`config.mk`:
```
export PLATFORM = sky130hd
export DESIGN_NAME = bsg_axil_txs_packer_flat
export DESIGN_NICKNAME = d
export VERILOG_FILES = /design/src/rtl/bsg_axil_txs_packer_pkg.sv /design/src/rtl/bsg_axil_txs_packer_if.sv /design/src/rtl/bsg_axil_txs_word_fifo.sv /design/src/rtl/bsg_axil_txs_packer.sv /design/src/flat_wrapper.sv
export SDC_FILE = /design/constraint.sdc
export NUM_CORES = 1
export LEC_CHECK = 0
export CORE_UTILIZATION = 45
export CTS_BUF_LIST = sky130_fd_sc_hd__clkbuf_4
export DETAILED_ROUTE_END_ITERATION = 10
export MAX_ROUTING_LAYER = met4
export PLACE_DENSITY_LB_ADDON = 0.2
export SETUP_SLACK_MARGIN = 0.15
export SYNTH_ARGS = -nofsm -noshare
export SYNTH_HDL_FRONTEND = slang
export SYNTH_SLANG_ARGS = --single-unit
```
`constraint.sdc`:
```
create_clock -name clk_i -period 3.2 [get_ports clk_i]
set_clock_uncertainty 0.05 [all_clocks]
set_input_delay 0.64 -clock clk_i [delete_from_list [all_inputs] [get_ports clk_i]]
set_output_delay 0.64 -clock clk_i [all_outputs]
set_load 0.05 [all_outputs]
```
`src/rtl/bsg_axil_txs_packer_pkg.sv`:
```
// Shared link-to-AXIL definitions for the transmit-side packer.
//   txs_pack_state_e  : assembler FSM states
//   drop_cnt_width_lp : width of the saturating dropped-word counter
package bsg_axil_txs_packer_pkg;

   typedef enum logic [0:0] {
      E_PK_COLLECT = 1'b0,
      E_PK_SEND    = 1'b1
   } txs_pack_state_e;

   localparam int unsigned drop_cnt_width_lp = 16;

endpackage

```
`src/rtl/bsg_axil_txs_packer_if.sv`:
```
// Word-in / packet-out link bundle of the transmit packer.
//   tx, tx_v   : 32-bit word stream from the write decoder (valid only, no backpressure)
//   pkt, pkt_v : assembled packet toward the manycore link endpoint, word 0 in bits [31:0]
//   pkt_ready  : endpoint accepts the packet
// master = decoder/endpoint side, slave = packer side.
// words_per_pkt_p must match the packer instance it connects to.
interface bsg_axil_txs_packer_if #(
   parameter int unsigned words_per_pkt_p = 4
) ();

   logic [31:0]                   tx;
   logic                          tx_v;
   logic [32*words_per_pkt_p-1:0] pkt;
   logic                          pkt_v;
   logic                          pkt_ready;

   modport master (output tx, tx_v, pkt_ready, input  pkt, pkt_v);
   modport slave  (input  tx, tx_v, pkt_ready, output pkt, pkt_v);

endinterface

```
`src/rtl/bsg_axil_txs_word_fifo.sv`:
```
// Ring-buffer word FIFO for the transmit packer.
//   clk_i, reset_n_i : clock, asynchronous active-low reset
//   data_i, v_i      : incoming word; dropped when the FIFO is full
//   yumi_i           : pop the head word (ignored when empty)
//   data_o           : head word
//   count_o          : registered occupancy (0..els_p)
//   drop_o           : a word was offered while full this cycle
module bsg_axil_txs_word_fifo #(
   parameter  int unsigned els_p    = 16,
   localparam int unsigned ptr_w_lp = $clog2(els_p),
   localparam int unsigned cnt_w_lp = $clog2(els_p + 1)
) (
   input  logic                clk_i,
   input  logic                reset_n_i,
   input  logic [31:0]         data_i,
   input  logic                v_i,
   input  logic                yumi_i,
   output logic [31:0]         data_o,
   output logic [cnt_w_lp-1:0] count_o,
   output logic                drop_o
);

   logic [31:0]         mem_q [els_p];
   // Extra MSB is the wrap bit; the pointers roll over naturally at 2*els_p.
   logic [ptr_w_lp:0]   wr_ptr_q, wr_ptr_d;
   logic [ptr_w_lp:0]   rd_ptr_q, rd_ptr_d;
   logic [cnt_w_lp-1:0] count_q, count_d;
   logic                full, empty, push, pop;

   assign full  = (count_q == cnt_w_lp'(els_p));
   assign empty = (count_q == '0);
   // Full is judged on the pre-edge count, so a same-cycle pop does not rescue a push.
   assign push  = v_i & ~full;
   assign pop   = yumi_i & ~empty;

   always_comb begin
      wr_ptr_d = wr_ptr_q;
      rd_ptr_d = rd_ptr_q;
      count_d  = count_q;
      if (push) wr_ptr_d = wr_ptr_q + 1'b1;
      if (pop)  rd_ptr_d = rd_ptr_q + 1'b1;
      if (push && !pop)      count_d = count_q + 1'b1;
      else if (!push && pop) count_d = count_q - 1'b1;
   end

   always_ff @(posedge clk_i or negedge reset_n_i) begin
      if (!reset_n_i) begin
         wr_ptr_q <= '0;
         rd_ptr_q <= '0;
         count_q  <= '0;
      end else begin
         wr_ptr_q <= wr_ptr_d;
         rd_ptr_q <= rd_ptr_d;
         count_q  <= count_d;
      end
   end

   // Storage needs no reset: a location is only read after it has been written.
   always_ff @(posedge clk_i) begin
      if (push) mem_q[wr_ptr_q[ptr_w_lp-1:0]] <= data_i;
   end

   assign data_o  = mem_q[rd_ptr_q[ptr_w_lp-1:0]];
   assign count_o = count_q;
   assign drop_o  = v_i & full;

endmodule

```
`src/rtl/bsg_axil_txs_packer.sv`:
```
// Per-slot transmit packet assembler.
//   clk_i, reset_n_i : clock, asynchronous active-low reset
//   link (slave)     : word input (tx/tx_v) and packet output (pkt/pkt_v/pkt_ready)
//   clr_isr_txc_i    : one-cycle pulse clearing the TXC bit
//   vacancy_o        : free word FIFO entries (TDFV)
//   isr_txc_o        : sticky tx-complete, set by each packet handshake
//   ovf_o            : sticky overflow, cleared only by reset
//   drop_cnt_o       : saturating count of words dropped on a full FIFO
// Every words_per_pkt_p words become one packet; word 0 is the earliest received.
module bsg_axil_txs_packer
   import bsg_axil_txs_packer_pkg::*;
#(
   parameter  int unsigned words_per_pkt_p = 4,
   parameter  int unsigned fifo_els_p      = 16,
   localparam int unsigned cnt_w_lp        = $clog2(fifo_els_p + 1),
   localparam int unsigned idx_w_lp        = $clog2(words_per_pkt_p)
) (
   input  logic                         clk_i,
   input  logic                         reset_n_i,
   bsg_axil_txs_packer_if.slave         link,
   input  logic                         clr_isr_txc_i,
   output logic [cnt_w_lp-1:0]          vacancy_o,
   output logic                         isr_txc_o,
   output logic                         ovf_o,
   output logic [drop_cnt_width_lp-1:0] drop_cnt_o
);

   logic [31:0]         head;
   logic [cnt_w_lp-1:0] count;
   logic                drop, pop, txc_set;

   bsg_axil_txs_word_fifo #(
      .els_p (fifo_els_p)
   ) u_fifo (
      .clk_i     (clk_i),
      .reset_n_i (reset_n_i),
      .data_i    (link.tx),
      .v_i       (link.tx_v),
      .yumi_i    (pop),
      .data_o    (head),
      .count_o   (count),
      .drop_o    (drop)
   );

   txs_pack_state_e                state_q, state_d;
   logic [idx_w_lp-1:0]            idx_q, idx_d;
   logic [32*words_per_pkt_p-1:0]  pkt_q, pkt_d;
   logic                           txc_q, txc_d;
   logic                           ovf_q, ovf_d;
   logic [drop_cnt_width_lp-1:0]   drop_cnt_q, drop_cnt_d;

   always_comb begin
      state_d    = state_q;
      idx_d      = idx_q;
      pkt_d      = pkt_q;
      pop        = 1'b0;
      txc_set    = 1'b0;
      link.pkt_v = 1'b0;
      case (state_q)
         E_PK_COLLECT: begin
            if (count != '0) begin
               pop                  = 1'b1;
               pkt_d[idx_q*32 +: 32] = head;
               if (idx_q == idx_w_lp'(words_per_pkt_p - 1)) begin
                  idx_d   = '0;
                  state_d = E_PK_SEND;
               end else begin
                  idx_d = idx_q + 1'b1;
               end
            end
         end
         E_PK_SEND: begin
            link.pkt_v = 1'b1;
            if (link.pkt_ready) begin
               state_d = E_PK_COLLECT;
               txc_set = 1'b1;
            end
         end
         default: state_d = E_PK_COLLECT;
      endcase
   end

   always_comb begin
      // Set wins over a coincident clear.
      txc_d      = txc_set | (txc_q & ~clr_isr_txc_i);
      ovf_d      = ovf_q | drop;
      drop_cnt_d = drop_cnt_q;
      if (drop && (drop_cnt_q != '1)) drop_cnt_d = drop_cnt_q + 1'b1;
   end

   always_ff @(posedge clk_i or negedge reset_n_i) begin
      if (!reset_n_i) begin
         state_q    <= E_PK_COLLECT;
         idx_q      <= '0;
         pkt_q      <= '0;
         txc_q      <= 1'b0;
         ovf_q      <= 1'b0;
         drop_cnt_q <= '0;
      end else begin
         state_q    <= state_d;
         idx_q      <= idx_d;
         pkt_q      <= pkt_d;
         txc_q      <= txc_d;
         ovf_q      <= ovf_d;
         drop_cnt_q <= drop_cnt_d;
      end
   end

   assign link.pkt   = pkt_q;
   assign vacancy_o  = cnt_w_lp'(fifo_els_p) - count;
   assign isr_txc_o  = txc_q;
   assign ovf_o      = ovf_q;
   assign drop_cnt_o = drop_cnt_q;

endmodule

```
`src/flat_wrapper.sv`:
```
// flat-port wrapper written by rule: the top's interface ports become plain ports
module bsg_axil_txs_packer_flat import bsg_axil_txs_packer_pkg::*;
#(
   parameter  int unsigned words_per_pkt_p = 4,
   parameter  int unsigned fifo_els_p      = 16,
   localparam int unsigned cnt_w_lp        = $clog2(fifo_els_p + 1),
   localparam int unsigned idx_w_lp        = $clog2(words_per_pkt_p)
)
  (clk_i, reset_n_i, clr_isr_txc_i, vacancy_o, isr_txc_o, ovf_o, drop_cnt_o, link_tx, link_tx_v, link_pkt_ready, link_pkt, link_pkt_v);
  bsg_axil_txs_packer_if #(.words_per_pkt_p(words_per_pkt_p)) link_i ();
  input  logic clk_i;
  input  logic reset_n_i;
  input  logic clr_isr_txc_i;
  output logic [cnt_w_lp-1:0] vacancy_o;
  output logic isr_txc_o;
  output logic ovf_o;
  output logic [drop_cnt_width_lp-1:0] drop_cnt_o;
  input wire logic [$bits(link_i.tx)-1:0] link_tx;
  input wire logic [$bits(link_i.tx_v)-1:0] link_tx_v;
  input wire logic [$bits(link_i.pkt_ready)-1:0] link_pkt_ready;
  output wire logic [$bits(link_i.pkt)-1:0] link_pkt;
  output wire logic [$bits(link_i.pkt_v)-1:0] link_pkt_v;
  assign link_i.tx = link_tx;
  assign link_i.tx_v = link_tx_v;
  assign link_i.pkt_ready = link_pkt_ready;
  assign link_pkt = link_i.pkt;
  assign link_pkt_v = link_i.pkt_v;
  bsg_axil_txs_packer #(.words_per_pkt_p(words_per_pkt_p), .fifo_els_p(fifo_els_p)) u_core (.clk_i(clk_i), .reset_n_i(reset_n_i), .link(link_i), .clr_isr_txc_i(clr_isr_txc_i), .vacancy_o(vacancy_o), .isr_txc_o(isr_txc_o), .ovf_o(ovf_o), .drop_cnt_o(drop_cnt_o));
endmodule
```
# After elaboration in Yosys (flattened, before gate mapping)
# Memory sizes are Yosys's and may differ from the RTL's.
# Index checks and enable logic that the tools add are counted.
dict set report classes {
  add_sub_neg 8
  n_eq_ne 3
  shift 2
  n_mux 15
  bitwise_logic 10
  n_reduce_logical 9
}
# cell n
set ops {}
lappend ops {{128-bit bitwise mux} 1}
lappend ops {{32-bit by 34-bit variable shift with 128-bit output, first input constant} 1}
lappend ops {{32-bit by 34-bit indexed part select with 128-bit output} 1}
lappend ops {{7-bit negation with 34-bit output} 1}
lappend ops {{16-bit by 1-bit adder with 16-bit output, second input constant} 1}
lappend ops {{16-bit != test, second input constant} 1}
lappend ops {{5-bit by 1-bit adder with 5-bit output, second input constant} 3}
lappend ops {{1-bit two-way mux} 10}
lappend ops {{5-bit two-way mux} 2}
lappend ops {{5-bit == test, second input constant} 1}
lappend ops {{5-bit zero test} 1}
lappend ops {{5-bit nonzero test} 1}
lappend ops {{5-bit by 1-bit subtractor with 5-bit output, second input constant} 1}
lappend ops {{5-bit subtractor, first input constant} 1}
lappend ops {{1-bit bitwise AND} 4}
lappend ops {{1-bit inverter} 4}
lappend ops {{1-bit logical AND} 3}
lappend ops {{2-bit by 1-bit adder with 2-bit output, second input constant} 1}
lappend ops {{2-bit == test, second input constant} 1}
lappend ops {{1-bit zero test} 2}
lappend ops {{2-bit two-way mux} 1}
lappend ops {{1-bit bitwise OR} 2}
lappend ops {{1-bit one-hot mux with 2 select lines} 1}
lappend ops {{2-bit AND reduction} 1}
lappend ops {{2-bit nonzero test} 1}
dict set report totals {
  reg_bits 164
  ramBits 512
  inputBits 37
  out_inout_bits 152
  elab_cells 57
  mem_count 1
}
# name depth word_bits read_ports rd_clocked_by_memory_dff write_ports line_no
set memory_table {}
lappend memory_table {u_core.u_fifo.mem_q 16 32 1 0 1 bsg_axil_txs_word_fifo.sv:23} ;# logic [31:0] mem_q [els_p];

# Depth between registers and ports, before layout
# Gate-level depths: netlist (run 1).
dict set report depth {
  depth_word 7
  mapped_depth 13
  mapped_depth_nobuf 13
}

# By module
# Synthesis (run 1) repeated with hierarchy kept, for this count alone.
dict set report unflattened {
  cells_unflattened 1407
  hier_area_um2 26031.2
}
# mod n_inst cells_each area_per_inst_um2 seq_area_each_um2
set modules_own_cells {}
lappend modules_own_cells {bsg_axil_txs_word_fifo 1 1008 20378.3 15700.1}
lappend modules_own_cells {bsg_axil_txs_packer 1 399 5652.9 3728.6}

# Worst setup path after synthesis (run 1)
# No wires, ideal clock.
dict set report synth_timing {
  path_type {register -> register}
  startpoint {register u_core.u_fifo.count_q[0] (netlist: u_core.u_fifo.count_o[0])}
  endpoint {memory u_core.u_fifo.mem_q[0][0] (enable)}
  setup_ps 392
  arrival_time_ps 2567
  required_time_ps 2758
  path_slack_ps 191
  path_stages_with_launch 9
  path_buffers 1
  period_less_slack_ps 3009
  cell_sequence {dfrtp_1 > inv_1 > ha_1 > nor3b_1 > ha_1 > nor2b_1 > clkbuf_1 > nor3b_1 > and2_1}
}
dict set report synth_via {
  elab_chain_len 5
}
# item line_no
set synth_lines {}
lappend synth_lines {{start: declaration} bsg_axil_txs_word_fifo.sv:27} ;# logic [cnt_w_lp-1:0] count_q, count_d;
lappend synth_lines {{start signal: assignment} bsg_axil_txs_word_fifo.sv:54} ;# count_q <= count_d;
lappend synth_lines {{5-bit == test} bsg_axil_txs_word_fifo.sv:30} ;# assign full = (count_q == cnt_w_lp'(els_p));
lappend synth_lines {{1-bit inverter} bsg_axil_txs_word_fifo.sv:33} ;# assign push = v_i & ~full;
lappend synth_lines {{1-bit bitwise AND} bsg_axil_txs_word_fifo.sv:33}
lappend synth_lines {{named net u_core.u_fifo.push} bsg_axil_txs_word_fifo.sv:28} ;# logic full, empty, push, pop;
lappend synth_lines {{1-bit two-way mux} bsg_axil_txs_word_fifo.sv:60} ;# if (push) mem_q[wr_ptr_q[ptr_w_lp-1:0]] <= data_i;
lappend synth_lines {{1-bit two-way mux (implied by the code)} bsg_axil_txs_word_fifo.sv:60}
lappend synth_lines {{end: declaration} bsg_axil_txs_word_fifo.sv:23}
# The timed path passes the listed nets, and every way through them passes these cells.

# Final worst setup path (run 1)
dict set report layout_timing {
  startpoint {register u_core.u_fifo.count_q[1] (netlist: u_core.u_fifo.count_o[1])}
  endpoint {output vacancy_o[4]}
}
dict set report layout_via {
  elab_chain_len 1
}
# item line_no
set layout_lines {}
lappend layout_lines {{5-bit subtractor} bsg_axil_txs_packer.sv:110} ;# assign vacancy_o = cnt_w_lp'(fifo_els_p) - count;
lappend layout_lines {{end: declaration} flat_wrapper.sv:14} ;# output logic [cnt_w_lp-1:0] vacancy_o;
# No other way between the ends.

==> impl_results.md, run 1 <==
- Status: finished clean
- Hold Path Origin: clr_isr_txc_i
- GRT Residual Overflow: 0
- Core area: slightly below 60000 sq um
- CP bufs+invs: 3
- IO Pins: 189
- Top_reg_cell synth: edfxtp_1
- Mapped cell area: 26400 sq um
- Crit path required time: 2.51 ns
- DIE AREA: between 50000 and 60000 sq um
- CTS clock-pin slew for the worst setup and hold paths: 0.06 ns
- Synth Area per Inst: about 18 sq um
- Max Buffers Root-to-Sink: 3
- Initial Utilization: 0.456
- Seq. cell area: approximately 19000 sq um
- CP delay by family, top: adder cells
- FMAX: 338 MHz
- Worst Setup SP: u_core.u_fifo.count_o[1]
- DR iter-0 viols: about 1000
- Worst VDD drop: between 0.7 and 0.8 mV
- Worst Setup Start Kind: flop
- Clock Latency Late Sink: 0.99 ns
- Mux share of post-synthesis cell area: 0.147
- Leak: 11.7 nW
- Die H: 244 um
- Critical Path Fanout Max: 2
- WL per Instance: 23.3 um
- Max-cap violations: 0
- Cts bufs inserted: roughly 170
- Max Transition Viols Final: 0
- Hold Fails Final Rpt: 0
- Comb pwr share: 0.382
- Fin crit period: 2.95 ns
- Post-Syn Nets: 1486
- Largest family of logic cells by synthesized area: multiplexers
- Nets: 1854
- Net Sw Frac: 0.370
- Global Route Usage Sum: 0.225
- Adder-cell share of the synthesized area: 0.00978
- Complex-gate fraction of the synthesized area: 0.0442
- Initial antenna violation count: 2
- Worst path max stage delay: 0.39 ns
- Async SR Flop Fraction: 0.240
- Die W: approximately 240 um
- #FFs+latches synth: 674
- Total negative slack: 0 ns
- Slew @ Worst Pin: approximately 1.0 ns
- Data arrival, critical path: 2.26 ns
- Rel. slew slack: 0.307
- Drt drc: 0
- CTS sink cnt: between 600 and 700
- Share of cells above drive strength 1: 0.302
- Filler cell count: 4609
- Hold_ws: 0.187 ns
- Core Util, Final: 0.554
- First-pass GRT wire length: ~95 mm
- DP HPWL: 39.6 mm
- Sequential Power Share: 0.378
- Endpoints failing setup: 0
- XOR/XNOR share of the synthesized area: 0.00731
- Internal: ~20 mW
- Post-synth EDFFs: 512
- Critical path's slowest cell: dfrtp_1
- Routed WL: 62.9 mm
- RSZ-0062 raised after global routing: true
- Part of the cycle the worst path needs: 0.923
- Pin count of the biggest net entering global routing: 77
- # port buffers: 188
- Sequential fraction of the synthesis area: 0.737
- Critical Path, Cell by Cell: inv_2 > ha_4 > nor3b_4 > ha_1 > inv_1 > buf_6
- Root Driver: clkbuf_4
- Worst R2R Start: u_core.u_fifo.count_o[1]
- Most frequent cells in the layout: 512 x edfxtp_1, 264 x clkbuf_4, 173 x clkdlybuf4s50_1, 159 x dfrtp_1, 126 x mux4_2
- Pwr dens: 973 nW/um^2
- Routed vias: 14800
- Post-synthesis simple-gate area fraction: 0.0369
- Final Wtd Congestion: 0.827
- Syn-to-layout area delta: 21.4%
- Yosys warns: 0
- Site Rows: just under 90
- Final ANT Viol Nets: 0
- Mean number of vias per cell: 5.49
- Hold Crit Class: input pin to flop
- Multi-input logic area: 6500 sq um
- Endpoint class of the critical path: output pin
- First-pass DRT Iterations: 5
- Most common cell after layout, fill and taps aside: edfxtp_1
- Htree depth: 4
- Switching power: 11.5 mW
- CTS tree: yes
- Post-synthesis cell count: about 1400
- Kind of critical path: flop to output pin
- Clock share of power: 0.240
- R2R Setup Slk: roughly 0.40 ns
- Post-synth cell types: 52
- Vias in the first global route: 15200
## power by group through the flow
stage | combinational, mW | sequential (mW) | clock (mW)
2_1_floorplan | 5.95 | 13.4 | 0
3_3_place_gp | 11.8 | 11.9 | 0
5_1_grt | 12.6 | 11.9 | 8.13
4_1_cts | 12.0 | 11.8 | 7.72
3_5_place_dp | 12.0 | 12.0 | 0
6_report | 11.9 | 11.8 | 7.47
## cell families (layout without fill, tap and decap cells)
logic type      count (synthesis)  count (layout)
buf+inv                       113             611
simple gates                  194             194
mux                           221             221
fa+ha+maj                      20              20
compound gates                185             185
other cells                     0               2
flops                         674             674
xor+xnor                       22              22
## final timing paths
kind	to	depth (start not counted)
min reg2reg	u_core.ovf_o	1
min in group asynchronous	u_core.link.pkt[69]	2
min	u_core.isr_txc_o	2
max reg2reg	u_core.u_fifo.count_o[4]	13
max	vacancy_o[4]	6
max in group asynchronous	u_core.link.pkt[80]	3
## per-stage QoR
stage	instances	setup slack [ns]	cell area, sq um	power (mW)
global route	2694	0.0698	32000	32.7
finish	2694	0.246	32000	31.2
CTS	2692	0.106	32000	31.5
detailed placement	2384	0.263	29700	23.9
floorplan	1429	0.191	26400	19.4
global placement	2384	0.280	29700	23.8
## synth_stat cells, types with 3 or more instances
cell type / count / share of area
mux4_2: 126 / 0.11
buf_2: 20 / 0.0038
mux2_2: 60 / 0.026
and3_1: 4 / 0.00095
buf_6: 4 / 0.0017
clkbuf_1: 44 / 0.0063
and2_1: 27 / 0.0064
nor2b_1: 3 / 0.00071
nor3_1: 4 / 0.00076
a21oi_1: 12 / 0.0023
a222oi_1: 23 / 0.0087
o211ai_1: 8 / 0.0023
inv_1: 36 / 0.0051
and4_1: 3 / 0.0010
o21ai_0: 16 / 0.0030
buf_1: 5 / 0.00071
nand2b_1: 4 / 0.00095
o21ai_1: 86 / 0.016
dfrtp_1: 162 / 0.15
nand2_1: 98 / 0.014
nor2_1: 11 / 0.0016
mux2i_1: 35 / 0.013
a21o_1: 5 / 0.0014
edfxtp_1: 512 / 0.58
nand3b_1: 8 / 0.0023
a22o_1: 4 / 0.0013
nand4_1: 10 / 0.0024
or2_1: 3 / 0.00071
a22oi_1: 24 / 0.0068
nand3_1: 6 / 0.0011
xnor2_1: 20 / 0.0066
ha_1: 19 / 0.0090
## final cells by class
| class | instances | share of cell area |
|---|---|---|
| Inverter | 38 | 0.00446 |
| Clock buffer | 264 | 0.0619 |
| Tap cell | 765 | 0.0299 |
| Antenna cell | 2 | 0.000156 |
| Timing Repair Buffer | 269 | 0.0841 |
| Clock inverter | 40 | 0.00914 |
| Multi-Input combinational cell | 642 | 0.203 |
| Sequential cell | 674 | 0.607 |
## state kept, by name, summed over array words and instances, names as in the netlist
name                    count
u_core.drop_cnt_o          16
u_core.idx_q                2
u_core.isr_txc_o            1
u_core.link.pkt           128
u_core.ovf_o                1
u_core.state_q              1
u_core.u_fifo.count_o       5
u_core.u_fifo.mem_q       512
u_core.u_fifo.rd_ptr_q      4
u_core.u_fifo.wr_ptr_q      4
## worst register-to-register path, delay by kind of cell (launching register included)
kind,cells,cell delay [ns]
AO/OA/AOI/OAI,2,0.35
flip-flops,1,0.36
adder cells (fa/ha/maj),4,0.99
buffers and inverters,3,0.30
XOR/XNOR,1,0.13
multiplexers,1,0.23
AND/OR/NAND/NOR,2,0.33
## per-layer routing
metal  GRT usage  share of wire  vias up  wire (um)
li1            -              -     6510          -
met1       0.310           0.45     7698      28400
met2       0.329           0.47      505      29400
met3      0.0533          0.064       86       4020
met4      0.0761          0.017        0       1070
met5           -              0        -          0
## what timing repair did
item | in CTS | in global routing
resized for setup | 19 | 6
hold endpoints to repair | 74 | 0
buffers inserted | 3 | 0
hold buffers | 1 | 0
endpoints found under the setup margin | 13 | 4
gates cloned | 0 | 0
pin swaps | 2 | 1
Power figures use the tool's default switching activity.
==> run 2, diff against run 1 <==
GPL_ROUTABILITY_DRIVEN = 0   (was default)
==> results of run 2 <==
Same layout as run 1: the final DEF is identical, and so are final timing and power.
